$ cat src/rtl/ntt_sched_pkg.sv
// Shared constants, stage-offset helper and FSM state type for the NTT pipeline sequencer.
package ntt_sched_pkg;

    localparam int NTT_STAGE_CNT     = 7;
    localparam int NTT_MUL_STAGE_CNT = 4;
    localparam int NTT_POLY_CYCLES   = 128;

    // Cycle at which a beat enters stage i: each earlier stage costs its 2^s fifo plus the multiplier.
    function automatic int stage_off(input int i, input int mul_cnt);
        int d;
        d = 0;
        for (int s = 0; s < i; s++) d += (1 << s) + mul_cnt;
        return d;
    endfunction

    localparam int NTT_TOTAL = stage_off(NTT_STAGE_CNT, NTT_MUL_STAGE_CNT);

    typedef enum logic [1:0] {
        IDLE,
        LOAD,
        DRAIN
    } sched_state_t;

endpackage

$ cat src/rtl/ntt_valid_line.sv
// Enable-gated 1-bit shift register; q[k] holds the valid bit accepted k enabled cycles ago.
module ntt_valid_line
    import ntt_sched_pkg::*;
#(
    parameter int LEN = NTT_TOTAL
) (
    input  logic           clk,
    input  logic           rst_n,
    input  logic           en,
    input  logic           din,
    output logic [LEN:1]   q
);

    // NOTE: clocked state is assigned with <= so every stage samples its neighbour's old value.
    always_ff @(posedge clk or negedge rst_n) begin
        if (!rst_n)  q <= '0;
        else if (en) q <= {q[LEN-1:1], din};
    end

endmodule

$ cat src/rtl/ntt_pipe_sched.sv
// Sequencer for the pipelined NTT/INTT datapath: fifo advance, swap select, output valid, completion.
// Define NTT_SCHED_HOLD_EN to add the hold input that freezes the whole pipeline.
module ntt_pipe_sched
    import ntt_sched_pkg::*;
#(
    parameter int STAGE_CNT     = NTT_STAGE_CNT,
    parameter int MUL_STAGE_CNT = NTT_MUL_STAGE_CNT,
    parameter int POLY_CYCLES   = NTT_POLY_CYCLES
) (
    input  logic clk,
    input  logic rst_n,
    input  logic in_valid,
`ifdef NTT_SCHED_HOLD_EN
    input  logic hold,
`endif
    output logic in_ready,
    output logic fifo_en [STAGE_CNT],
    output logic swap    [STAGE_CNT],
    output logic out_valid,
    output logic poly_done,
    output logic busy,
    output logic err
);

    localparam int               TOTAL_L  = stage_off(STAGE_CNT, MUL_STAGE_CNT);
    localparam int               CNT_W    = $clog2(POLY_CYCLES);
    localparam logic [CNT_W-1:0] CNT_LAST = CNT_W'(POLY_CYCLES - 1);

    logic               en;
    logic               in_fire;
    logic [TOTAL_L:1]   vl_q;
    logic [TOTAL_L:0]   vl;
    logic [CNT_W-1:0]   oc_q;
    logic [CNT_W-1:0]   lc_q, lc_d;
    logic               err_q, err_d;
    logic               pipe_empty;
    sched_state_t       state_q, state_d;

`ifdef NTT_SCHED_HOLD_EN
    assign en = ~hold;
`else
    assign en = 1'b1;
`endif

    assign in_ready = en;
    assign in_fire  = in_valid & en;

    ntt_valid_line #(
        .LEN (TOTAL_L)
    ) u_valid_line (
        .clk   (clk),
        .rst_n (rst_n),
        .en    (en),
        .din   (in_fire),
        .q     (vl_q)
    );

    assign vl = {vl_q, in_fire};

    for (genvar i = 0; i < STAGE_CNT; i++) begin : g_stage
        localparam int LO = stage_off(i, MUL_STAGE_CNT);
        localparam int HI = stage_off(i + 1, MUL_STAGE_CNT) - 1;

        logic [CNT_W-1:0] bc_q;

        always_ff @(posedge clk or negedge rst_n) begin
            if (!rst_n)             bc_q <= '0;
            else if (en && vl[LO])  bc_q <= bc_q + 1'b1;
        end

        // Gated by rst_n too: stage 0's window sees the combinational in_fire.
        assign fifo_en[i] = rst_n & en & (|vl[HI:LO]);

        if (i < CNT_W) begin : g_swap
            assign swap[i] = bc_q[i];
        end else begin : g_noswap
            assign swap[i] = 1'b0;
        end
    end

    assign out_valid  = vl[TOTAL_L];
    assign poly_done  = en & out_valid & (oc_q == CNT_LAST);
    assign pipe_empty = ~|vl[TOTAL_L-1:1];

    always_ff @(posedge clk or negedge rst_n) begin
        if (!rst_n)                 oc_q <= '0;
        else if (en && out_valid)   oc_q <= oc_q + 1'b1;
    end

    always_ff @(posedge clk or negedge rst_n) begin
        if (!rst_n) begin
            state_q <= IDLE;
            lc_q    <= '0;
            err_q   <= 1'b0;
        end else begin
            state_q <= state_d;
            lc_q    <= lc_d;
            err_q   <= err_d;
        end
    end

    // NOTE: every signal driven here gets its hold value first, so no path leaves it unassigned (no latch).
    always_comb begin
        state_d = state_q;
        lc_d    = lc_q;
        err_d   = err_q;
        unique case (state_q)
            IDLE: begin
                if (in_fire) begin
                    state_d = LOAD;
                    lc_d    = CNT_W'(1);
                end
            end
            LOAD: begin
                if (in_fire) begin
                    if (lc_q == CNT_LAST) begin
                        state_d = DRAIN;
                        lc_d    = '0;
                    end else begin
                        lc_d    = lc_q + 1'b1;
                    end
                end else if (en) begin
                    err_d = 1'b1;
                end
            end
            DRAIN: begin
                if (in_fire) begin
                    state_d = LOAD;
                    lc_d    = CNT_W'(1);
                end else if (poly_done && pipe_empty) begin
                    state_d = IDLE;
                end
            end
            default: state_d = IDLE;
        endcase
    end

    assign busy = (state_q != IDLE);
    assign err  = err_q;

endmodule
$ cat config.mk
export PLATFORM = sky130hd
export DESIGN_NAME = ntt_pipe_sched
export DESIGN_NICKNAME = d
export VERILOG_FILES = /design/src/rtl/ntt_sched_pkg.sv /design/src/rtl/ntt_valid_line.sv /design/src/rtl/ntt_pipe_sched.sv
export SDC_FILE = /design/constraint.sdc
export NUM_CORES = 1
export LEC_CHECK = 0
export ABC_AREA = 1
export CELL_PAD_IN_SITES_DETAIL_PLACEMENT = 0
export CELL_PAD_IN_SITES_GLOBAL_PLACEMENT = 2
export CORE_MARGIN = 8
export CORE_UTILIZATION = 45
export DETAILED_ROUTE_END_ITERATION = 8
export GPL_TIMING_DRIVEN = 1
export PLACE_DENSITY = 0.89
export REMOVE_ABC_BUFFERS = 1
export SLEW_MARGIN = 10
export SYNTH_ARGS = -nofsm -noshare
export SYNTH_HDL_FRONTEND = slang
export SYNTH_SLANG_ARGS = --single-unit
$ cat constraint.sdc
create_clock -name clk -period 2 [get_ports clk]
set_input_delay 0.3 -clock clk [delete_from_list [all_inputs] [get_ports clk]]
set_output_delay 0.3 -clock clk [all_outputs]
set_load 0.01 [all_outputs]
==> flow_summary.json, run 1 <==
{
  "cts_tree": "built",
  "clk_latency_ns": 0.43,
  "layout-drive-gt1-share_pct": 14.1,
  "layout_common_cells": "199 x dfrtp_1, 91 x nor2_1, 79 x nand2_1",
  "multiInputGateArea_um2": 1450,
  "clock.fmax_mhz": 516,
  "report.final.setup_viol": 0,
  "die_width_um": 137,
  "io_pins": 22,
  "syn_area_um2": 6560,
  "synth_top_cell_by_area": "dfrtp_1",
  "synth-main-ff-cell": "dfrtp_1",
  "cp-start-kind": "flip-flop",
  "power_frac_seq_pct": 53.8,
  "p_comb_share_pct": 7.5,
  "async_flop_share_pct": 100,
  "synth_area_leaders": "dfrtp_1 76%, nor2_1 5.9%, nand2_1 4.6%, xor2_1 2.5%, inv_1 1.7%",
  "fin_setup_tns_ns": 0,
  "wl_met2_mm": 4.63,
  "rr_startpoint": "oc_q[0]",
  "power.share.clock_pct": 38.7,
  "post-route-drc-count": 0,
  "grt_usage_pct": 12.2,
  "clock-sinks": 200,
  "rows": 44,
  "violations": "hold timing",
  "die_h_um": 137,
  "outcome": "finished with violations",
  "wl_per_cell_um": 13.4,
  "num_vias": 3507,
  "fin_nets": 571,
  "rr_endpoint": "state_q[1]",
  "ir_worst_vdd_mv": 0.910,
  "placed_cells": 715,
  "ys_types": 28,
  "critPathRequiredTime_ns": 1.70,
  "antenna_cells": 0,
  "syn_avg_cell_area_um2": 12.9,
  "ys_warn_count": 0,
  "syn_inst": 510,
  "worstSetupStartpoint": "u_valid_line.q[136]",
  "postLayoutCoreUtil_pct": 53.6,
  "hp-class": "input pin to async pin",
  "final_common_cell": "dfrtp_1",
  "max_cap_viol_count": 0,
  "final_cell_area_um2": 7700,
  "regArea_um2": 5010,
  "start_util_pct": 45.6,
  "first_global_vias": 3642,
  "p_int_mw": 6.38,
  "max_stage_delay_ns": 0.37,
  "antenna_found_initial": 0,
  "die_area_um2": 18700,
  "clkTransAtPathRegs_ns": 0.07,
  "setup.worst_path.class": "flip-flop to output pin",
  "port_buffers": 20,
  "p_sw_share_pct": 23.6,
  "leakagePower_nw": 3.95,
  "rr_worst_depth": 9,
  "worstPathMaxFanout": 2,
  "via_per_inst": 4.63,
  "drt_iter0_markers": 150,
  "dpl_cell_area_um2": 7010,
  "htree_levels": 4,
  "r2r_slack_ns": 0.51,
  "grt_pass1_wl_mm": 17.8,
  "finalCriticalPeriod_ns": 1.94,
  "detail_route.first_pass.iterations": 4,
  "cts-root-buf": "clkbuf_16",
  "tightestPinTransition_ns": 0.550,
  "pwr_density_cell_nw_per_um2": 1080,
  "synth_edf_count": 0,
  "grt_overflow_total": 0,
  "cp.arrival_ns": 1.64,
  "routed.top_layer": "met4",
  "fin_crit_sh_pct": 96.9,
  "max_slew_margin_pct": 63.2,
  "core_area_um2": 14400,
  "slowest_stage": "dfrtp_1",
  "gp_congestion": 0.744,
  "ys_ff_latch": 200,
  "drt_wl_total_mm": 10.2,
  "nFillCells": 1206,
  "grt_max_degree": 104,
  "seq_area_frac_synth_pct": 76.3,
  "endpoint_kind": "output pin",
  "cts_buffer_depth": 2,
  "met1_length_mm": 5.02,
  "hold_violations": 10,
  "finalClockSkew_ns": 0.00811,
  "crit_chain": "or2_1 -> nor3_2 -> nand2_1 -> nor2_2 -> a21oi_2 -> buf_2",
  "rsz0062_at_grt": "true",
  "final-instance-count-excl-fill": 758,
  "ant_nets": 0,
  "cts_buffers": 17,
  "synth_top_area_share_pct": 76.3,
  "p_sw_mw": 1.97,
  "area_growth_pct": 17.5,
  "whs_ns": -0.0177,
  "hpwlAfterDp_mm": 6.50,
  "dr_wl_met3_um": 377,
  "slew_viol_final": 0
}
[sequential cells by signal (all words and copies together), names as in the netlist]
| signal | flops |
|---|---|
| u_valid_line.q | 155 |
| oc_q | 7 |
| state_q | 2 |
| lc_q | 7 |
| err | 1 |
| g_stage.bc_q | 28 |
[worst max-delay path, delay by kind of cell (launching register included)]
kind                   cells  cell delay (ns)
DFF                        1             0.37
AOI/OAI and AO/OA          1             0.07
and+or+nand+nor            4             0.63
buffers and inverters      1             0.14
[final cells by class]
class	instances	area share, %
multi-input cells	273	18.8
well taps	184	2.99
flip-flops and latches	200	65.0
inverters	30	1.46
clock buffers	20	5.80
clock inverters	12	1.56
repair buffers	39	4.40
[worst max path at each step]
stage                 endpoint  slack (ns)  cells after the start
floorplan           fifo_en[0]        0.69                      5
global placement    fifo_en[2]         0.1                      7
detailed placement  fifo_en[2]        0.08                      7
CTS                 fifo_en[2]       -0.07                      7
global route        fifo_en[0]       -0.03                      6
finish              fifo_en[0]        0.06                      6
[repair_timing]
item | 4_1_cts | 5_1_grt
hold buffers | 2 | 0
gates resized for setup | 24 | 17
hold endpoints to repair | 15 | 0
setup endpoints to repair | 8 | 6
buffers inserted | 3 | 6
pin swaps | 3 | 13
[through the flow]
stage	hold WS [ns]	power [mW]	worst slack (ns)
2_1_floorplan	0.00441	4.88	0.685
3_3_place_gp	0.138	5.16	0.0956
3_5_place_dp	0.137	5.20	0.0753
4_1_cts	0.0157	8.46	-0.0651
5_1_grt	0.0430	8.72	-0.0307
6_report	-0.0177	8.35	0.0612
[power by group through the flow]
| stage | clock [mW] | combinational (mW) | sequential [mW] |
|---|---|---|---|
| CTS | 3.32 | 0.639 | 4.50 |
| finish | 3.23 | 0.622 | 4.49 |
| detailed placement | 0 | 0.632 | 4.57 |
| floorplan | 0 | 0.326 | 4.55 |
| global route | 3.48 | 0.714 | 4.53 |
| global placement | 0 | 0.605 | 4.55 |
[cells in the mapped netlist, types with 2 or more instances]
| cell | number |
|---|---|
| nand3_1 | 5 |
| nand4_1 | 6 |
| nor3_1 | 7 |
| nand2_1 | 80 |
| dfrtp_1 | 200 |
| nor2_1 | 103 |
| mux2_2 | 4 |
| xnor2_1 | 11 |
| xor2_1 | 19 |
| buf_4 | 7 |
| a21oi_1 | 2 |
| ha_1 | 7 |
| inv_1 | 30 |
| a31oi_1 | 4 |
| o21ai_0 | 10 |
| or2_1 | 3 |
[logic make-up (layout without fill, tap and decap cells)]
family	after synthesis	after routing	synth area share (%)
fa+ha+maj	7	7	1.34
simple gates	210	210	13.2
other cells	1	1	0.0572
xor+xnor	30	30	4.01
flops	200	200	76.3
buf+inv	37	101	2.52
mux	4	4	0.687
compound gates	21	21	1.87
[routing by layer]
layer / vias up / track usage [%]
li1: 1694 / -
met1: 1759 / 16.6
met2: 40 / 17.6
met3: 14 / 3.82
met4: 0 / 5.67
met5: - / 0
Note: power is estimated with default switching activity, not from simulation.
==> run 2: changes to the inputs <==
Settings changed: CAP_MARGIN set to 20, CORE_MARGIN 8 to unset.
==> run 2 against run 1 <==
Against the previous run: the flow now finishes without violations; via count shrank 0.77%; die area shrank 19%; hold slack gained 0.29 ns; final area is 0.63% lower; sequential cell count did not move; sequential share of layout area up 0.43 points; critical path type unchanged; highest routed layer unchanged.
==> flow_summary.json, run 2 (synthesis gave the netlist of run 1 again) <==
{
  "outcome": "finished clean",
  "rows": 43,
  "wl_per_cell_um": 13.0,
  "drt_wl_total_mm": 9.80,
  "core_area_um2": 14000,
  "io_pins": 22,
  "port_buffers": 20,
  "drt_iter0_markers": 152,
  "via_per_inst": 4.63,
  "hold_violations": 0,
  "worstPathMaxFanout": 2,
  "endpoint_kind": "output pin",
  "fin_nets": 570,
  "max_slew_margin_pct": 38.8,
  "hp-class": "input pin to async pin",
  "cp-start-kind": "flip-flop",
  "cts_tree": "built",
  "cts-root-buf": "clkbuf_16",
  "report.final.setup_viol": 0,
  "layout-drive-gt1-share_pct": 12.1,
  "first_global_vias": 3578,
  "dpl_cell_area_um2": 7010,
  "cts_buffers": 17,
  "rr_worst_depth": 9,
  "largest_reg_flops": 155,
  "antenna_cells": 0,
  "leakagePower_nw": 3.95,
  "hpwlAfterDp_mm": 6.30,
  "cts_buffer_depth": 2,
  "ant_nets": 0,
  "setup.worst_path.class": "flip-flop to output pin",
  "r2r_slack_ns": 0.50,
  "regMostFlops": "u_valid_line.q",
  "start_util_pct": 46.7,
  "grt_max_degree": 78,
  "ir_worst_vdd_mv": 0.800,
  "finalClockSkew_ns": 0.00714,
  "post-route-drc-count": 0,
  "cp.arrival_ns": 1.62,
  "rr_startpoint": "oc_q[0]",
  "clock-sinks": 200,
  "grt_overflow_total": 0,
  "clk_latency_ns": 0.42,
  "num_vias": 3480,
  "rr_endpoint": "state_q[1]",
  "gp_congestion": 0.740,
  "reg.largest.list": "u_valid_line.q x155, g_stage.bc_q x28",
  "slew_viol_final": 0,
  "critPathRequiredTime_ns": 1.70,
  "grt_usage_pct": 15.1,
  "max_cap_viol_count": 0,
  "antenna_found_initial": 0,
  "die_area_um2": 15100,
  "clkTransAtPathRegs_ns": 0.07,
  "fin_crit_sh_pct": 95.8,
  "rsz0062_at_grt": "true",
  "die_width_um": 123,
  "pwr_density_cell_nw_per_um2": 1100,
  "nFillCells": 1158,
  "layout_common_cells": "198 x dfrtp_1, 99 x nor2_1, 80 x nand2_1",
  "fin_setup_tns_ns": 0,
  "area_growth_pct": 16.7,
  "final_common_cell": "dfrtp_1",
  "clock.fmax_mhz": 522,
  "tightestPinTransition_ns": 0.918,
  "grt_pass1_wl_mm": 17.0,
  "die_h_um": 123,
  "detail_route.first_pass.iterations": 4,
  "htree_levels": 4,
  "finalCriticalPeriod_ns": 1.92,
  "final_cell_area_um2": 7650
}
## run 2: cell count changes in the layout (fill, tap and decap cells not counted), moves of 2 or more
cell	change
nor2_1	+8
nor2_2	-8
clkinv_4	-4
clkinv_2	+3
clkbuf_8	+2
clkinvlp_4	-2
inv_6	-2
## run 2: layout make-up
class	count	area [µm²]	area share [%]
tap	180	225	2.94
multi-input combinational	273	1420	18.5
sequential	200	5010	65.4
timing repair buffer	38	322	4.20
clock inverter	8	97.6	1.28
inverter	30	113	1.47
clock buffer	22	474	6.20
## run 2: stage by stage
| step | hold WS, ns | utilization, % | setup slack (ns) | total power, mW | instances |
|---|---|---|---|---|---|
| floorplan | 0.00441 | - | 0.685 | 4.88 | 503 |
| global placement | 0.153 | 49.9 | 0.122 | 5.15 | 713 |
| detailed placement | 0.147 | 49.9 | 0.109 | 5.19 | 713 |
| CTS | 0.256 | 54.2 | -0.00611 | 8.52 | 746 |
| global route | 0.268 | 54.5 | -0.0589 | 8.77 | 751 |
| finish | 0.270 | 54.5 | 0.0832 | 8.39 | 751 |
## run 2: critical path, stage by stage, from the launching register on
cell     delay [ns]
dfrtp_1        0.38
or2_1          0.25
nor3_2         0.16
nand2_1        0.10
nor2_1         0.09
a21oi_1        0.08
buf_2          0.15
## run 2: timing repair
| action | 4_1_cts | 5_1_grt |
|---|---|---|
| endpoints found under the setup margin | 8 | 6 |
| gates resized for setup | 21 | 12 |
| buffers inserted | 2 | 5 |
| hold buffers | 1 | 0 |
| hold endpoints to repair | 31 | 0 |
| pin swaps | 3 | 9 |
## run 2: worst max-delay path by stage
| stage | startpoint | end | cells past startpoint |
|---|---|---|---|
| finish | u_valid_line.q[120] | fifo_en[0] | 6 |
| global route | u_valid_line.q[120] | fifo_en[0] | 6 |
| CTS | u_valid_line.q[126] | fifo_en[0] | 6 |
| detailed placement | u_valid_line.q[126] | fifo_en[0] | 6 |
| global placement | u_valid_line.q[126] | fifo_en[0] | 6 |
| floorplan | u_valid_line.q[126] | fifo_en[0] | 5 |
## run 2: power breakdown
group | switching, mW | total [mW] | internal [mW]
sequential | 0.190 | 4.49 | 4.30
combinational | 0.303 | 0.614 | 0.311
clock | 1.37 | 3.29 | 1.92
total | 1.86 | 8.39 | 6.54
## run 2: per-layer routing
metal,global-route usage (%),wire [µm],vias to the layer above
met1,21.2,4910,1744
met5,0,0,-
met3,5.11,320,18
met2,21.7,4430,28
li1,-,-,1690
met4,6.17,142,0
==> run 3: changes to the inputs <==
Settings changed: CORE_UTILIZATION 45 to 47, DONT_BUFFER_PORTS set to 1.
==> run 3 against run 2 <==
Against the previous run: the flow now finishes with violations (hold timing); die area fell by 4.2%; via count fell by 4.2%; first-iteration DRC count rose by 14%; register-to-register slack improved by 0.06 ns; fmax rose by 2.9%; count of clock-buffer cells in the layout rose by 1; sequential share of layout area rose by 1.9 points; sequential power rose by 0.9%.
==> flow_summary.json, run 3 (synthesis gave the netlist of run 1 again) <==
{
  "fin_crit_sh_pct": 93.1,
  "hold_violations": 200,
  "clock.fmax_mhz": 537,
  "drt_iter0_markers": 174,
  "antenna_cells": 0,
  "htree_levels": 4,
  "rr_startpoint": "u_valid_line.q[155]",
  "layout-drive-gt1-share_pct": 8.40,
  "port_buffers": 0,
  "leakagePower_nw": 3.83,
  "endpoint_kind": "output pin",
  "pwr_density_cell_nw_per_um2": 1180,
  "p_total_mw": 8.76,
  "io_pins": 22,
  "hp-class": "input pin to async pin",
  "cts_buffers": 17,
  "routed.top_layer": "met4",
  "area_growth_pct": 13.4,
  "antenna_found_initial": 0,
  "gp_congestion": 0.703,
  "ir_worst_vdd_mv": 0.735,
  "drt_wl_total_mm": 9.58,
  "regMostFlops": "u_valid_line.q",
  "placed_cells": 679,
  "dr_wl_met3_um": 308,
  "slew_viol_final": 0,
  "wl_per_cell_um": 13.5,
  "hpwlAfterDp_mm": 5.85,
  "setup.worst_path.class": "flip-flop to output pin",
  "cts_buffer_depth": 2,
  "rsz0062_at_grt": "false",
  "clk_latency_ns": 0.42,
  "cp-start-kind": "flip-flop",
  "layout_common_cells": "199 x dfrtp_1, 102 x nor2_1, 80 x nand2_1",
  "num_vias": 3334,
  "reg.largest.list": "u_valid_line.q x155, g_stage.bc_q x28",
  "cp.arrival_ns": 1.56,
  "die_width_um": 120,
  "report.final.setup_viol": 0,
  "rr_endpoint": "state_q[1]",
  "critPathRequiredTime_ns": 1.70,
  "fin_nets": 534,
  "core_area_um2": 13400,
  "die_area_um2": 14400,
  "r2r_slack_ns": 0.56,
  "hold_buffers": 1,
  "ant_nets": 0,
  "finalClockSkew_ns": 0.00548,
  "start_util_pct": 48.9,
  "rr_worst_depth": 7,
  "max_cap_viol_count": 0,
  "via_per_inst": 4.68,
  "whs_ns": -0.426,
  "detail_route.first_pass.iterations": 4,
  "cts_tree": "built",
  "post-route-drc-count": 0,
  "clock-sinks": 200,
  "violations": "hold timing",
  "cts-root-buf": "clkbuf_16",
  "met1_length_mm": 4.78,
  "outcome": "finished with violations",
  "finalCriticalPeriod_ns": 1.86,
  "final-instance-count-excl-fill": 712,
  "grt_overflow_total": 0,
  "grt_max_degree": 205,
  "clkTransAtPathRegs_ns": 0.06,
  "grt_usage_pct": 15.4,
  "rows": 42,
  "largest_reg_flops": 155,
  "first_global_vias": 3438,
  "grt_pass1_wl_mm": 16.6,
  "wl_met2_mm": 4.31,
  "fin_setup_tns_ns": 0,
  "final_common_cell": "dfrtp_1",
  "worstPathMaxFanout": 7,
  "die_h_um": 120
}
==> run 3: changes by cell type in the layout (fill, tap and decap cells not counted), moves of 2 or more <==
cell,previous run,this run
clkbuf_2,2,0
o21ai_0,8,10
nor2_1,99,102
buf_2,2,0
clkinvlp_4,3,0
clkdlybuf4s50_1,11,0
bufinv_16,2,6
nor2_2,4,2
buf_4,16,1
dlygate4sd2_1,3,0
==> run 3: worst max-delay path by stage <==
stage	start	to	slack (ns)
2_1_floorplan	u_valid_line.q[126]	fifo_en[0]	0.69
3_3_place_gp	u_valid_line.q[31]	fifo_en[2]	0.54
3_5_place_dp	u_valid_line.q[155]	state_q[1]	0.53
4_1_cts	u_valid_line.q[31]	fifo_en[2]	0.08
5_1_grt	u_valid_line.q[51]	fifo_en[1]	0.01
6_report	u_valid_line.q[51]	fifo_en[1]	0.14
==> run 3: final cells by class <==
cell class | instances | area (µm²)
Tap cell | 176 | 220
Multi-Input combinational cell | 273 | 1400
Inverter | 30 | 113
Timing Repair Buffer | 2 | 17.5
Sequential cell | 200 | 5010
Fill cell | 1115 | 5960
Clock inverter | 8 | 190
Clock buffer | 23 | 488
==> run 3: worst max-delay path: stages (launching register included) <==
cell     delay, ns
dfrtp_1       0.45
nor2_1        0.11
nand2_1       0.06
nor2_1        0.11
nand2_1       0.07
nor2_1        0.16
a31oi_1       0.19
==> run 3: per-layer routing <==
layer  vias to the layer above  GRT usage [%]
li1                       1613              -
met5                         -              0
met3                        19           4.47
met4                         0           7.50
met2                        32           21.9
met1                      1670           21.6
==> run 3: power breakdown <==
group / switching [mW] / internal (mW)
Sequential: 0.227 / 4.30
Combinational: 0.181 / 0.207
Clock: 1.37 / 2.47
==> run 3: through the flow <==
step | cell area, µm² | setup slack [ns] | utilization [%]
after floorplan | 6500 | 0.685 | -
after global placement | 6720 | 0.538 | 50.2
after detailed placement | 6720 | 0.534 | 50.2
after CTS | 7410 | 0.0807 | 55.3
after global routing | 7440 | 0.0133 | 55.5
final | 7440 | 0.138 | 55.5
==> run 3: timing repair <==
action                                  in CTS  in global routing
endpoints found under the hold margin      202                200
gates resized for setup                      0                  5
endpoints found under the setup margin       0                  2
setup buffers                                0                  1
